**src/rtl/vectadd_trace_mon_pkg.sv**
```systemverilog
`default_nettype none
// ============================================================================
//  Module      : vectadd_trace_mon_pkg
//  Description : Shared state encoding and width helpers for the OCI trace
//                monitor. Honours optional macro TRACE_MON_TIMESTAMP_EN.
//  Revision    : 1.0  initial release
// ============================================================================
package vectadd_trace_mon_pkg;

   typedef enum logic [1:0] {
      ST_CAPTURE   = 2'd0,
      ST_SERIALIZE = 2'd1,
      ST_DRAIN     = 2'd2,
      ST_DONE      = 2'd3
   } trace_state_e;

`ifdef TRACE_MON_TIMESTAMP_EN
   localparam bit TS_EN = 1'b1;
`else
   localparam bit TS_EN = 1'b0;
`endif

   // Width of one streamed trace word: entry alone, or {timestamp, entry}.
   function automatic int trc_width(input int entry_w, input int ts_w, input bit ts_en);
      return ts_en ? (entry_w + ts_w) : entry_w;
   endfunction

   // One extra bit so a full FIFO (DEPTH) is distinguishable from empty.
   function automatic int level_width(input int depth);
      return $clog2(depth) + 1;
   endfunction

   function automatic int idx_width(input int n);
      return (n > 1) ? $clog2(n) : 1;
   endfunction

endpackage
`default_nettype wire

```
**src/rtl/vectadd_trace_mon_fifo.sv**
```systemverilog
`default_nettype none
// ============================================================================
//  Module      : vectadd_trace_mon_fifo
//  Description : First-word fall-through ring buffer with push/pop/flush,
//                occupancy output and a drop strobe for refused pushes.
//  Revision    : 1.0  initial release
// ============================================================================
module vectadd_trace_mon_fifo
   import vectadd_trace_mon_pkg::*;
#(
   parameter int WIDTH = 10,
   parameter int DEPTH = 16,
   localparam int PTR_W = $clog2(DEPTH),
   localparam int LVL_W = level_width(DEPTH)
) (
   input  logic             clk,
   input  logic             rst,
   input  logic             i_push,
   input  logic [WIDTH-1:0] i_push_data,
   input  logic             i_pop,
   input  logic             i_flush,
   output logic [WIDTH-1:0] o_data,
   output logic             o_valid,
   output logic [LVL_W-1:0] o_level,
   output logic             o_drop
);

   logic [WIDTH-1:0] r_mem [DEPTH];
   logic [PTR_W-1:0] r_wr_ptr;
   logic [PTR_W-1:0] r_rd_ptr;
   logic [LVL_W-1:0] r_level;
   logic             w_full;
   logic             w_empty;
   logic             w_do_pop;
   logic             w_do_push;

   assign w_full    = (r_level == LVL_W'(DEPTH));
   assign w_empty   = (r_level == '0);
   assign w_do_pop  = i_pop && !w_empty && !i_flush;
   // A pop in the same cycle frees the slot a full-FIFO push needs.
   assign w_do_push = i_push && !i_flush && (!w_full || w_do_pop);
   assign o_drop    = i_push && !i_flush && w_full && !w_do_pop;

   always_ff @(posedge clk) begin
      if (rst || i_flush) begin
         r_wr_ptr <= '0;
         r_rd_ptr <= '0;
         r_level  <= '0;
      end else begin
         if (w_do_push) r_wr_ptr <= r_wr_ptr + 1'b1;
         if (w_do_pop)  r_rd_ptr <= r_rd_ptr + 1'b1;
         case ({w_do_push, w_do_pop})
            2'b10:   r_level <= r_level + 1'b1;
            2'b01:   r_level <= r_level - 1'b1;
            default: r_level <= r_level;
         endcase
      end
   end

   always_ff @(posedge clk) begin
      if (w_do_push) r_mem[r_wr_ptr] <= i_push_data;
   end

   assign o_data  = w_empty ? '0 : r_mem[r_rd_ptr];
   assign o_valid = !w_empty;
   assign o_level = r_level;

endmodule
`default_nettype wire

```
**src/rtl/vectadd_nios2_oci_trace_monitor.sv**
```systemverilog
`default_nettype none
// ============================================================================
//  Module      : vectadd_nios2_oci_trace_monitor
//  Description : Captures packed OCI trace beats, serialises them into a ring
//                FIFO and streams them out; optional macro
//                TRACE_MON_TIMESTAMP_EN tags entries with the accept cycle.
//  Revision    : 1.0  initial release
// ============================================================================
module vectadd_nios2_oci_trace_monitor
   import vectadd_trace_mon_pkg::*;
#(
   parameter int ENTRY_W = 10,
   parameter int LANES   = 3,
   parameter int CNT_W   = 4,
   parameter int DEPTH   = 16,
   parameter int OVF_W   = 16,
   parameter int TS_W    = 16,
   localparam int TRC_W  = trc_width(ENTRY_W, TS_W, TS_EN),
   localparam int LVL_W  = level_width(DEPTH)
) (
   input  logic                     clk,
   input  logic                     reset,
   input  logic [LANES*ENTRY_W-1:0] dct_buffer,
   input  logic [CNT_W-1:0]         dct_count,
   input  logic                     dct_valid,
   output logic                     dct_ready,
   input  logic                     test_ending,
   input  logic                     test_has_ended,
   output logic [TRC_W-1:0]         trc_data,
   output logic                     trc_valid,
   input  logic                     trc_ready,
   output logic [LVL_W-1:0]         trc_level,
   output logic [OVF_W-1:0]         ovf_count,
   output logic                     drain_done
);

   localparam int LANE_W     = idx_width(LANES);
   localparam int LANE_SLOTS = 1 << LANE_W;

   trace_state_e             r_state;
   trace_state_e             w_next;
   logic [LANES*ENTRY_W-1:0] r_buf;
   logic [LANE_W-1:0]        r_lane;
   logic [LANE_W-1:0]        r_last;
   logic                     r_end_req;
   logic [OVF_W-1:0]         r_ovf;
   logic [ENTRY_W-1:0]       w_lanes [LANE_SLOTS];
   logic [CNT_W-1:0]         w_n;
   logic                     w_accept;
   logic                     w_push;
   logic                     w_drop;
   logic                     w_last_lane;
   logic [TRC_W-1:0]         w_push_data;

   generate
      for (genvar g = 0; g < LANE_SLOTS; g++) begin : g_lane
         if (g < LANES) begin : g_real
            assign w_lanes[g] = r_buf[g*ENTRY_W +: ENTRY_W];
         end else begin : g_pad
            assign w_lanes[g] = '0;
         end
      end
   endgenerate

   assign w_n         = (dct_count > CNT_W'(LANES)) ? CNT_W'(LANES) : dct_count;
   assign w_accept    = dct_valid && dct_ready;
   assign w_last_lane = (r_lane == r_last);

   always_ff @(posedge clk) begin
      if (reset) begin
         r_buf     <= '0;
         r_lane    <= '0;
         r_last    <= '0;
         r_end_req <= 1'b0;
      end else begin
         if (w_accept) begin
            r_buf  <= dct_buffer;
            r_lane <= '0;
            r_last <= LANE_W'(w_n - 1'b1);
         end else if (r_state == ST_SERIALIZE) begin
            r_lane <= r_lane + 1'b1;
         end
         // Remembered so a request arriving mid-beat still ends capture afterwards.
         r_end_req <= r_end_req | test_ending;
      end
   end

`ifdef TRACE_MON_TIMESTAMP_EN
   logic [TS_W-1:0] r_ts;
   logic [TS_W-1:0] r_beat_ts;

   always_ff @(posedge clk) begin
      if (reset) begin
         r_ts      <= '0;
         r_beat_ts <= '0;
      end else begin
         r_ts <= r_ts + 1'b1;
         if (w_accept) r_beat_ts <= r_ts;
      end
   end

   assign w_push_data = {r_beat_ts, w_lanes[r_lane]};
`else
   assign w_push_data = w_lanes[r_lane];
`endif

   always_ff @(posedge clk) begin
      if (reset) r_state <= ST_CAPTURE;
      else       r_state <= w_next;
   end

   always_comb begin
      w_next = r_state;
      if (test_has_ended) begin
         w_next = ST_DONE;
      end else begin
         case (r_state)
            ST_CAPTURE: begin
               if (w_accept && (w_n != '0)) w_next = ST_SERIALIZE;
               else if (test_ending)        w_next = ST_DRAIN;
            end
            ST_SERIALIZE: begin
               if (w_last_lane) w_next = (r_end_req || test_ending) ? ST_DRAIN : ST_CAPTURE;
            end
            ST_DRAIN: begin
               if (trc_level == '0) w_next = ST_DONE;
            end
            default: w_next = ST_DONE;
         endcase
      end
   end

   always_comb begin
      dct_ready  = 1'b0;
      drain_done = 1'b0;
      w_push     = 1'b0;
      case (r_state)
         ST_CAPTURE:   dct_ready  = 1'b1;
         ST_SERIALIZE: w_push     = !test_has_ended;
         ST_DONE:      drain_done = 1'b1;
         default:      ;
      endcase
   end

   vectadd_trace_mon_fifo #(
      .WIDTH (TRC_W),
      .DEPTH (DEPTH)
   ) u_fifo (
      .clk         (clk),
      .rst         (reset),
      .i_push      (w_push),
      .i_push_data (w_push_data),
      .i_pop       (trc_ready),
      .i_flush     (test_has_ended),
      .o_data      (trc_data),
      .o_valid     (trc_valid),
      .o_level     (trc_level),
      .o_drop      (w_drop)
   );

   always_ff @(posedge clk) begin
      if (reset)                         r_ovf <= '0;
      else if (w_drop && (r_ovf != '1))  r_ovf <= r_ovf + 1'b1;
   end

   assign ovf_count = r_ovf;

endmodule
`default_nettype wire
```
**config.mk**
```make
export PLATFORM = sky130hd
export DESIGN_NAME = vectadd_nios2_oci_trace_monitor
export DESIGN_NICKNAME = d
export VERILOG_FILES = /design/src/rtl/vectadd_trace_mon_pkg.sv /design/src/rtl/vectadd_trace_mon_fifo.sv /design/src/rtl/vectadd_nios2_oci_trace_monitor.sv
export SDC_FILE = /design/constraint.sdc
export NUM_CORES = 1
export LEC_CHECK = 0
export BUFFER_PORTS_ARGS = -buffer_cell sky130_fd_sc_hd__buf_2
export CAP_MARGIN = 20
export CORE_ASPECT_RATIO = 1.75
export CORE_UTILIZATION = 50
export DETAILED_ROUTE_END_ITERATION = 10
export PLACE_DENSITY = 0.79
export SLEW_MARGIN = 25
export SYNTH_ARGS = -nofsm -noshare
export SYNTH_HDL_FRONTEND = slang
export SYNTH_SLANG_ARGS = --single-unit
```
**constraint.sdc**
```tcl
create_clock -name clk -period 4.1 [get_ports clk]
set_clock_uncertainty 0.15 [all_clocks]
set_input_delay 0.82 -clock clk [delete_from_list [all_inputs] [get_ports clk]]
set_output_delay 0.82 -clock clk [all_outputs]
set_load 0.005 [all_outputs]
```
==> results of run 1 <==
## worst min-delay path: cells and delay by family, from the launching register on
| kind | cells | cell delay [ps] |
|---|---|---|
| flops | 1 | 310 |
| compound gates | 1 | 50 |
| simple gates | 1 | 50 |
## synth_stat cells, drive strengths merged, types with 5 or more instances
| cell type | instances |
|---|---|
| a21oi | 39 |
| and2 | 15 |
| and4 | 8 |
| buf | 7 |
| clkbuf | 33 |
| dfxtp | 70 |
| edfxtp | 160 |
| ha | 11 |
| inv | 7 |
| mux2i | 32 |
| mux4 | 40 |
| nand2 | 86 |
| nand4 | 6 |
| nor2 | 39 |
| nor3 | 8 |
| nor4 | 5 |
| o22ai | 20 |
| xnor2 | 14 |
| xor2 | 11 |
## cells in the final DEF, fill, tap and decap left out, types with 2 or more instances in the layout
master / n
edfxtp_1: 160
o211ai_1: 3
o22ai_1: 10
nor2b_1: 4
or3_1: 3
clkbuf_16: 21
nor4_1: 4
nand2_1: 86
nor4bb_1: 2
dfxtp_1: 66
and4_1: 8
mux4_2: 40
dfxtp_2: 4
a21oi_1: 39
inv_1: 7
nor2_1: 38
o22ai_2: 10
ha_1: 11
a31oi_1: 2
o21ai_0: 3
clkbuf_1: 4
and4bb_1: 2
clkbuf_8: 4
a22oi_1: 2
mux2i_1: 32
nand3_1: 3
buf_2: 73
and2_1: 14
nor3b_1: 4
buf_4: 4
nand4_1: 5
xnor2_1: 14
xor2_1: 11
nor3_1: 8
bufinv_16: 3
## where the power goes
part | switching, mW | leakage [nW] | internal [mW]
sequential | 0.0273 | 2.01 | 2.51
clock | 0.799 | 0.346 | 1.20
combinational | 0.110 | 1.25 | 0.0655
total | 0.936 | 3.61 | 3.78
## per-layer routing
metal	global-route usage	wire [um]	share of wire
met5	0	0	0
met4	0.0644	546	0.028
met3	0.0258	775	0.039
met2	0.399	11200	0.57
met1	0.227	7240	0.37
## path summary, 6_finish.rpt
check	slack, ps	endpoint	depth (start not counted)
worst max-delay path	700	trc_data[5]	5
worst min-delay path	310	r_buf[0]	2
worst max register to register	790	u_fifo.o_level[4]	11
worst min register to register	310	r_buf[0]	2
## through the flow
step	setup slack, ps	cell area [um^2]	instances	utilization
floorplan	745	9480	661	-
global placement	433	10000	937	0.538
detailed placement	361	10000	937	0.540
CTS	670	10700	973	0.578
global route	517	10800	973	0.580
finish	700	10800	973	0.580
## final cells by class
cell class                      instances  area (um^2)  share of cell area
Clock inverter                          7          118              0.0109
Inverter                                7         26.3             0.00244
Multi-Input combinational cell        384         3120               0.289
Tap cell                              238          298              0.0276
Sequential cell                       230         6210               0.576
Clock buffer                           29          596              0.0552
Timing Repair Buffer                   78          415              0.0385
## cell families (layout without fill, tap and decap cells)
logic type / Yosys count / in the layout / synth area share
simple gates: 194 / 194 / 0.103
flops: 230 / 230 / 0.655
fa+ha+maj: 11 / 11 / 0.0145
compound gates: 80 / 80 / 0.0510
buf+inv: 47 / 121 / 0.0230
xor+xnor: 25 / 25 / 0.0231
mux: 74 / 74 / 0.131
## state kept, by name, summed over array words and instances, names as in the netlist, named ones only
signal           cells
u_fifo.r_mem       160
r_buf               30
ovf_count           16
u_fifo.o_level       5
u_fifo.r_rd_ptr      4
u_fifo.r_wr_ptr      4
r_lane               2
r_last               2
r_state              2
r_end_req            1
==> summary.txt, run 1 <==
Power and ir drop
  • Pwr Total: around 4.7 mW
  • Static Leak: around 3.6 nW
  • Worst VDD drop: 0.290 mV
  • PwrDens: 438 nW/um^2

Synth
  • Synth top area share: 0.507
  • Number of synthesized register bits: 230
  • Gate count after technology mapping: around 660
  • Register area share after synthesis: 0.655
  • YS warnings: 0
  • Synth async-reset ratio: 0
  • EDFF count, synth: 160
  • Syn Std Cell Area: around 9500 um^2
  • Synthesized area per cell: approximately 14 um^2
  • Synth area leader: edfxtp_1
  • Leading register cell type out of synthesis: edfxtp_1
  • Post-synthesis cell type count: 56
  • Synth top area cells: edfxtp_1 51%, dfxtp_1 15%, mux4_2 9.5%
  • Post-Syn Nets: approximately 710

Status
  • Status: finished, final reports clean

Die
  • Top-Level Pins: 74
  • Chip width: around 110 um
  • Die Y: ~180 um
  • FP Rows: 66
  • Starting Density: 0.510
  • Core area: 18,600 um^2
  • Die ar.: 19,500 um^2

Placement
  • Gpl congestion: around 0.85
  • Port-buffer cells: 73
  • HPWL Detailed: about 13,000 um

Hold path
  • HP Class: flip-flop to flip-flop
  • Hold path start: r_buf[0]

Routing
  • ANT nets after route: 0
  • Via count: ~5.6k
  • Pre-antenna DRT Iters: 5
  • Routed len/inst: 20.3 um
  • Residual DRC count: 0
  • 1st-iter DRT viols: approximately 270
  • Post-Route WL: 19,800 um
  • Via density: 5.79

Final layout
  • Area Overhead vs Synth: 13.8%
  • Layout net count: 772
  • Layout cells sized above 1: 0.238
  • # diodes: 0
  • Filler instances: 1,398

STA
  • Final cycle utilization of the critical path: 0.829
  • Max-slew headroom: 0.363
  • Final hold violation count: 0
  • Max frequency: 0.294 GHz
  • Measured slew at the worst slew-check pin: roughly 950 ps
  • RSZ-0062 raised after global routing: false
  • Minimum clock period: roughly 3400 ps
  • TNS Setup: 0 ps
  • # setup viols final: 0
  • WHS: roughly 300 ps
  • Final slew viol count: 0

Worst setup path
  • Worst Setup Start Kind: flip-flop
  • Setup CP Type: flip-flop to output port
  • Arrival time at the worst endpoint: between 2000 and 2500 ps
  • Worst-path maximum fanout: 10
  • Crit path buf inv count: 1
  • Worst path top cell family by delay: simple AND/OR/NAND/NOR gates
  • CP Cell Sequence: nor4_1, or2b_1, nand2b_1, o22ai_1, buf_2
  • CP startpoint: u_fifo.o_level[1]
  • CP max-delay cell: nor4_1
  • Max incr delay on CP: between 400 and 500 ps
  • RR Startpoint: r_state[0]
  • Critical Path End Type: output port
  • WP data required: ~3100 ps

Global routing
  • First-pass GRT wire length: around 30,000 um
  • Vias in the first global route: about 5.7k
  • Overflow after GRT: 0
  • Largest net degree at the start of global routing: 55
  • GRT Util Overall: 0.204
  • Antenna violations before repair: 0

Clock tree
  • Max Buffers Root-to-Sink: 3
  • Postcts setup bufs: 0
  • Clock Latency Late Sink: between 400 and 500 ps
  • Post-CTS Hold Fix Bufs: 0
  • # resized after CTS: 0
  • CTS tree: built
  • Num CTS Buffers: 20
  • # clock sinks: 230
  • Clock-pin transition on the worst setup and hold timing paths: about 60 ps
  • CTS Root Cell: clkbuf_16
  • # H-tree levels: 1

Job
  • Max-Cap Viols: 0
Power figures use the tool's default switching activity.
==> run 2: changes to the inputs <==
Settings changed: ABC_AREA set to 1.
Clock period 4.1 ns to 3.5 ns, I/O delays scaled along.
==> run 2 against run 1 <==
Flip-flop and latch count unchanged. Register-to-register slack improved by 150 ps. Routed wire length increased by 21%. Synthesized cell count increased by 62%. Die area increased by 5.4%. Critical endpoint is now trc_data[1]. Critical path type unchanged. Worst setup slack got worse by 440 ps. Global-route usage increased by 3.6 points.
==> summary.txt, run 2 <==
Routing
  • 1st-iter DRT viols: 441 (was 268)
  • Max layer used: met4 (unchanged)
  • Pre-antenna DRT Iters: 7 (was 5)
  • ANT nets after route: 0 (unchanged)
  • Post-Route WL: 23,900 um (was 19,800 um)
  • Via count: 7,748 (was 5,636)
  • Met3 Wirelength: 1110 um (was 775 um)
  • Routed len/inst: 17.1 um (was 20.3 um)
  • Met2 routed WL: 12,800 um (was 11,200 um)
  • Residual DRC count: 0 (unchanged)
  • Wl on met1: 8610 um (was 7240 um)
  • Via density: 5.55 (was 5.79)

Worst setup path
  • Cells on worst reg2reg path: 7 (was 11)
  • R2R Setup Slk: 940 ps (was 790 ps)
  • Arrival time at the worst endpoint: 2390 ps (was 2430 ps)
  • WP data required: 2650 ps (was 3130 ps)
  • Worst Setup Start Kind: flip-flop (unchanged)
  • Critical Path End Type: output port (unchanged)
  • Worst-path maximum fanout: 80 (was 10)
  • Reg-to-Reg End: u_fifo.r_mem[11][8] (was u_fifo.o_level[4])
  • RR Startpoint: u_fifo.o_level[2] (was r_state[0])
  • Setup CP Type: flip-flop to output port (unchanged)

Power and ir drop
  • Pwr Total: 5.82 mW (was 4.72 mW)
  • Static Leak: 4.44 nW (was 3.61 nW)
  • Worst VDD drop: 0.456 mV (was 0.290 mV)
  • PwrDens: 510 nW/um^2 (was 438 nW/um^2)

Placement
  • Gpl congestion: 0.863 (was 0.845)
  • Placement Cell Area: 10,700 um^2 (was 10,000 um^2)
  • Port-buffer cells: 73 (unchanged)
  • HPWL Detailed: 16,000 um (was 13,100 um)
  • Dpl cells: 1,360 (was 937)

Final layout
  • Final Non-Filler Cells: 1,396 (was 973)
  • Largest reg by FF count: u_fifo.r_mem (unchanged)
  • Core Util, Final: 0.581 (was 0.580)
  • Layout cells sized above 1: 0.142 (was 0.238)
  • Fin area: 11,400 um^2 (was 10,800 um^2)
  • Area Overhead vs Synth: 14.2% (was 13.8%)
  • Max reg flops: 160 (unchanged)
  • Most common cell after layout, fill and taps aside: nand2_1 (was edfxtp_1)
  • # diodes: 0 (unchanged)
  • Layout net count: 1,188 (was 772)
  • Commonest cells after routing, fill and taps aside: 301 x nand2_1, 160 x edfxtp_1, 154 x nand3_1 (was 160 x edfxtp_1, 86 x nand2_1, 73 x buf_2)
  • Filler instances: 1,646 (was 1,398)

Global routing
  • Overflow after GRT: 0 (unchanged)
  • Antenna violations before repair: 0 (unchanged)
  • GRT Util Overall: 0.241 (was 0.204)
  • First-pass GRT wire length: 37,900 um (was 30,700 um)
  • Vias in the first global route: 7,539 (was 5,719)
  • Largest net degree at the start of global routing: 81 (was 55)

Synth
  • Register area share after synthesis: 0.620 (was 0.655)
  • EDFF count, synth: 160 (unchanged)
  • Synth area leader: edfxtp_1 (unchanged)
  • Syn Std Cell Area: 10,000 um^2 (was 9480 um^2)
  • Post-Syn Nets: 1,120 (was 712)
  • Post-synthesis cell type count: 33 (was 56)
  • Synth top area cells: edfxtp_1 48%, dfxtp_1 14%, nand2_1 11% (was edfxtp_1 51%, dfxtp_1 15%, mux4_2 9.5%)
  • Synth top area share: 0.480 (was 0.507)
  • YS warnings: 0 (unchanged)
  • Leading register cell type out of synthesis: edfxtp_1 (unchanged)
  • Most frequent cell after synthesis: nand2_1 (was edfxtp_1)
  • Number of synthesized register bits: 230 (unchanged)
  • Leading cell types by count after synthesis: 301 x nand2_1, 160 x edfxtp_1, 154 x nand3_1, 133 x nor2_1, 70 x dfxtp_1 (was 160 x edfxtp_1, 86 x nand2_1, 70 x dfxtp_1, 40 x mux4_2, 39 x a21oi_1)
  • Synth async-reset ratio: 0 (unchanged)
  • Synthesized area per cell: 9.36 um^2 (was 14.3 um^2)
  • Gate count after technology mapping: 1,069 (was 661)

Clock tree
  • Num CTS Buffers: 20 (unchanged)
  • # H-tree levels: 1 (unchanged)
  • Clock-pin transition on the worst setup and hold timing paths: 70 ps (was 60 ps)
  • Postcts setup bufs: 0 (unchanged)
  • # resized after CTS: 0 (unchanged)
  • Clock Latency Late Sink: 500 ps (was 490 ps)
  • Max Buffers Root-to-Sink: 3 (unchanged)
  • CTS Root Cell: clkbuf_16 (unchanged)
  • # clock sinks: 230 (unchanged)
  • Post-CTS Hold Fix Bufs: 0 (unchanged)
  • CTS tree: built (unchanged)

STA
  • Measured slew at the worst slew-check pin: 995 ps (was 954 ps)
  • Final slew viol count: 0 (unchanged)
  • Max-slew headroom: 0.337 (was 0.363)
  • Final hold violation count: 0 (unchanged)
  • Max frequency: 0.309 GHz
  • Minimum clock period: approximately 3200 ps
  • RSZ-0062 raised after global routing: false (unchanged)
  • Final cycle utilization of the critical path: 0.925
  • TNS Setup: 0 ps (unchanged)
  • # setup viols final: 0 (unchanged)

Die
  • Core area: 19,700 um^2 (was 18,600 um^2)
  • Die ar.: 20,600 um^2 (was 19,500 um^2)
  • Top-Level Pins: 74 (unchanged)
  • FP Rows: 68 (was 66)
  • Starting Density: 0.509 (was 0.510)
  • Chip width: 109 um (was 106 um)
  • Die Y: 189 um (was 184 um)

Status
  • Status: finished, final reports clean (unchanged)

Hold path
  • Hold path start: dct_buffer[9] (was r_buf[0])
  • Hold Crit Depth: 3 (was 2)
  • HP Class: input pin to flip-flop (was flip-flop to flip-flop)
  • Endpoint, Worst Hold: r_buf[9] (was r_buf[0])

Job
  • Max-Cap Viols: 0 (unchanged)
-- run 2: area by class of cell --
type,instances,area [um^2],share of cell area
well taps,245,307,0.0268
clock buffers,25,549,0.0481
multi-input cells,740,3470,0.304
repair buffers,97,558,0.0488
inverters,48,180,0.0158
clock inverters,11,151,0.0133
flip-flops and latches,230,6210,0.543
-- run 2: per-layer routing --
layer,track usage,vias up
li1,-,3744
met1,0.267,3663
met2,0.433,267
met3,0.0251,74
met4,0.144,0
met5,0,-
-- run 2: report_power, final --
part / leakage [nW] / internal (mW) / total, mW / switching, mW
clock: 0.337 / 1.35 / 2.33 / 0.978
combinational: 2.06 / 0.130 / 0.433 / 0.303
sequential: 2.04 / 3.03 / 3.06 / 0.0363
-- run 2: worst max path at each step --
stage          slack, ps      startpoint                  end  cells after the start
2_1_floorplan       1040       trc_ready    u_fifo.o_level[4]                     14
3_3_place_gp         700  test_has_ended    u_fifo.o_level[4]                     14
3_5_place_dp         640  test_has_ended  u_fifo.r_mem[11][5]                      6
4_1_cts              250       flip-flop          trc_data[1]                      9
5_1_grt               40       flip-flop          trc_data[1]                      9
6_report             260       flip-flop          trc_data[1]                      8
-- run 2: through the flow --
step | worst slack [ps] | hold WS, ps
after floorplan | 1040 | 275
after global placement | 702 | 294
after detailed placement | 638 | 313
after CTS | 254 | 295
after global routing | 36.1 | 293
final | 263 | 299
-- run 2: worst max-delay path, stage by stage (launching register included) --
cell     delay, ps
dfxtp_2        340
buf_4          620
nand2_1        120
nand3_1        130
nand3_1         90
nand2_1        170
nand2_1         80
a21oi_1        160
buf_2          140
-- run 2: kinds of logic (layout without fill, tap and decap cells) --
kind of cell,Yosys count,count (layout),share of synthesized area
XOR/XNOR,15,15,0.0131
AO/OA/AOI/OAI,94,94,0.0508
buffers and inverters,99,181,0.0402
AND/OR/NAND/NOR,620,620,0.262
flip-flops,230,230,0.620
adder cells (fa/ha/maj),11,11,0.0138
==> run 3: changes to the inputs <==
==> constraint.sdc (replaced) <==
create_clock -name clk -period 3.5 [get_ports clk]
set_clock_uncertainty 0.15 [all_clocks]
set_input_delay 0.7 -clock clk [delete_from_list [all_inputs] [get_ports clk]]
set_output_delay 0.7 -clock clk [all_outputs]
set_load 0.05 [all_outputs]
==> run 3 against run 2 <==
Clock-buffer cell count increased by 4. First-iteration DRC count rose by 27%. Hold slack improved by 14 ps. Sequential power about the same. Total power decreased by 0.52%. Cell count increased by 0.72%. Fmax fell by 0.23%. Sequential share of layout area down 0.15 points. Largest cell class unchanged.
==> summary.txt, run 3 (synthesis gave the netlist of run 2 again) <==
Routing
  • Pre-antenna DRT Iters: 5 (was 7)
  • 1st-iter DRT viols: 561 (was 441)
  • Routed len/inst: 16.8 um (was 17.1 um)
  • Via density: 5.42 (was 5.55)
  • ANT nets after route: 0 (unchanged)
  • Residual DRC count: 0 (unchanged)
  • Post-Route WL: 23,600 um (was 23,900 um)
  • Via count: 7,622 (was 7,748)

Die
  • Chip width: 109 um (unchanged)
  • Top-Level Pins: 74 (unchanged)
  • Die ar.: 20,600 um^2 (unchanged)
  • Core area: 19,700 um^2 (unchanged)
  • FP Rows: 68 (unchanged)
  • Starting Density: 0.509 (unchanged)
  • Die Y: 189 um (unchanged)

Clock tree
  • Clock-pin transition on the worst setup and hold timing paths: 70 ps (about the same)
  • # clock sinks: 230 (unchanged)
  • CTS Root Cell: clkbuf_16 (unchanged)
  • Max Buffers Root-to-Sink: 3 (unchanged)
  • Postcts setup bufs: 0 (unchanged)
  • Num CTS Buffers: 20 (unchanged)
  • Clock Latency Late Sink: 490 ps (was 500 ps)
  • # H-tree levels: 1 (unchanged)
  • CTS tree: built (unchanged)

Final layout
  • Max reg flops: 160 (unchanged)
  • Layout cells sized above 1: 0.150 (was 0.142)
  • Area of the multi-input gates: 3440 um^2 (was 3470 um^2)
  • Fin area: 11,500 um^2 (was 11,400 um^2)
  • Most common cell after layout, fill and taps aside: nand2_1 (unchanged)
  • Filler instances: 1,645 (was 1,646)
  • Largest reg by FF count: u_fifo.r_mem (unchanged)
  • Area Overhead vs Synth: 14.5% (was 14.2%)
  • FF+latch area: 6210 um^2 (about the same)
  • Commonest cells after routing, fill and taps aside: 301 x nand2_1, 160 x edfxtp_1, 154 x nand3_1 (unchanged)
  • Layout net count: 1,198 (was 1,188)
  • # diodes: 0 (unchanged)

Worst setup path
  • Crit path buf inv count: 3 (was 2)
  • Worst path top cell family by delay: buffers and inverters (unchanged)
  • CP max-delay cell: dfxtp_1 (was buf_4)
  • Critical Path End Type: output port (unchanged)
  • Max incr delay on CP: 460 ps (was 620 ps)
  • WP data required: 2650 ps (about the same)
  • Arrival time at the worst endpoint: 2390 ps (about the same)
  • CP Cell Sequence: clkinvlp_4, buf_4, nand3_1, nand3_1, nand2_1, nand2_1, a21oi_1, buf_2 (was buf_4, nand2_1, nand3_1, nand3_1, nand2_1, nand2_1, a21oi_1, buf_2)
  • Worst-path maximum fanout: 16 (was 80)
  • Setup CP Type: flip-flop to output port (unchanged)
  • Worst Setup Start Kind: flip-flop (unchanged)

Power and ir drop
  • Static Leak: 4.47 nW (was 4.44 nW)
  • Worst VDD drop: 0.506 mV (was 0.456 mV)
  • PwrDens: 506 nW/um^2 (was 510 nW/um^2)

STA
  • Final cycle utilization of the critical path: 0.927 (was 0.925)
  • TNS Setup: 0 ps (unchanged)
  • Measured slew at the worst slew-check pin: 1020 ps (was 995 ps)
  • # setup viols final: 0 (unchanged)
  • RSZ-0062 raised after global routing: false (unchanged)
  • Fin worst setup slack: 255 ps (was 263 ps)
  • Minimum clock period: 3240 ps (about the same)
  • Max frequency: 0.308 GHz (was 0.309 GHz)
  • Final slew viol count: 0 (unchanged)
  • Max-slew headroom: 0.321 (was 0.337)
  • Final hold violation count: 0 (unchanged)
  • WHS: 313 ps (was 299 ps)

Global routing
  • Vias in the first global route: 7,281 (was 7,539)
  • Largest net degree at the start of global routing: 81 (unchanged)
  • First-pass GRT wire length: 37,900 um (about the same)
  • GRT Util Overall: 0.239 (was 0.241)
  • Overflow after GRT: 0 (unchanged)
  • Antenna violations before repair: 0 (unchanged)

Hold path
  • HP Class: input pin to flip-flop (unchanged)

Placement
  • Port-buffer cells: 73 (unchanged)
  • Placement Cell Area: 10,800 um^2 (was 10,700 um^2)
  • Dpl ws: 628 ps (was 638 ps)
  • HPWL Detailed: 16,300 um (was 16,000 um)
  • Gpl congestion: 0.869 (was 0.863)

Status
  • Status: finished, final reports clean (unchanged)

Job
  • Max-Cap Viols: 0 (unchanged)
[run 3: cell types whose count changed in the layout (fill, tap and decap cells not counted), moves of 2 or more]
cell | before | now
clkinv_1 | 5 | 3
clkbuf_1 | 2 | 4
o31ai_2 | 7 | 10
buf_4 | 23 | 32
clkinvlp_4 | 1 | 4
o31ai_4 | 3 | 0
clkinv_4 | 3 | 0
clkinv_2 | 0 | 2
[run 3: timing repair]
item                       CTS  global route
setup endpoints to repair    0            10
hold buffers                 0             0
gates resized for setup      0             2
[run 3: cell type report]
class                      count  share of cell area
timing repair buffer         106              0.0546
tap                          245              0.0268
clock inverter                 7             0.00776
clock buffer                  29              0.0515
multi-input combinational    740               0.301
sequential                   230               0.542
timing repair inverter         1            0.000655
inverter                      48              0.0161
[run 3: tightest hold or removal path, cell delays in order]
cell	delay (ps)
buf_2	100
nor2_1	50
nor2_1	70
[run 3: report_power, final]
| part | leakage [nW] | internal (mW) | switching, mW |
|---|---|---|---|
| Combinational | 2.11 | 0.132 | 0.334 |
| Clock | 0.328 | 1.32 | 0.942 |
| Sequential | 2.04 | 3.03 | 0.0356 |
[run 3: worst paths after layout]
kind	from	to	slack (ps)	cells after the start
hold / removal	test_ending	r_end_req	310	3
setup reg to reg	u_fifo.o_level[4]	u_fifo.o_level[4]	940	15
hold reg to reg	r_end_req	r_end_req	330	2
setup / recovery	flip-flop	trc_data[7]	260	8
[run 3: per-stage QoR]
| step | utilization | cells | power, mW |
|---|---|---|---|
| finish | 0.583 | 1406 | 5.79 |
| global route | 0.583 | 1406 | 5.97 |
| CTS | 0.582 | 1405 | 5.82 |
| detailed placement | 0.548 | 1369 | 3.59 |
| global placement | 0.548 | 1369 | 3.58 |
| floorplan | - | 1069 | 3.39 |
[run 3: routing by layer]
metal	up-vias	wire, um	track usage
li1	3751	-	-
met1	3579	8760	0.279
met2	253	13000	0.448
met3	39	1270	0.0265
met4	0	568	0.0691
met5	-	0	0
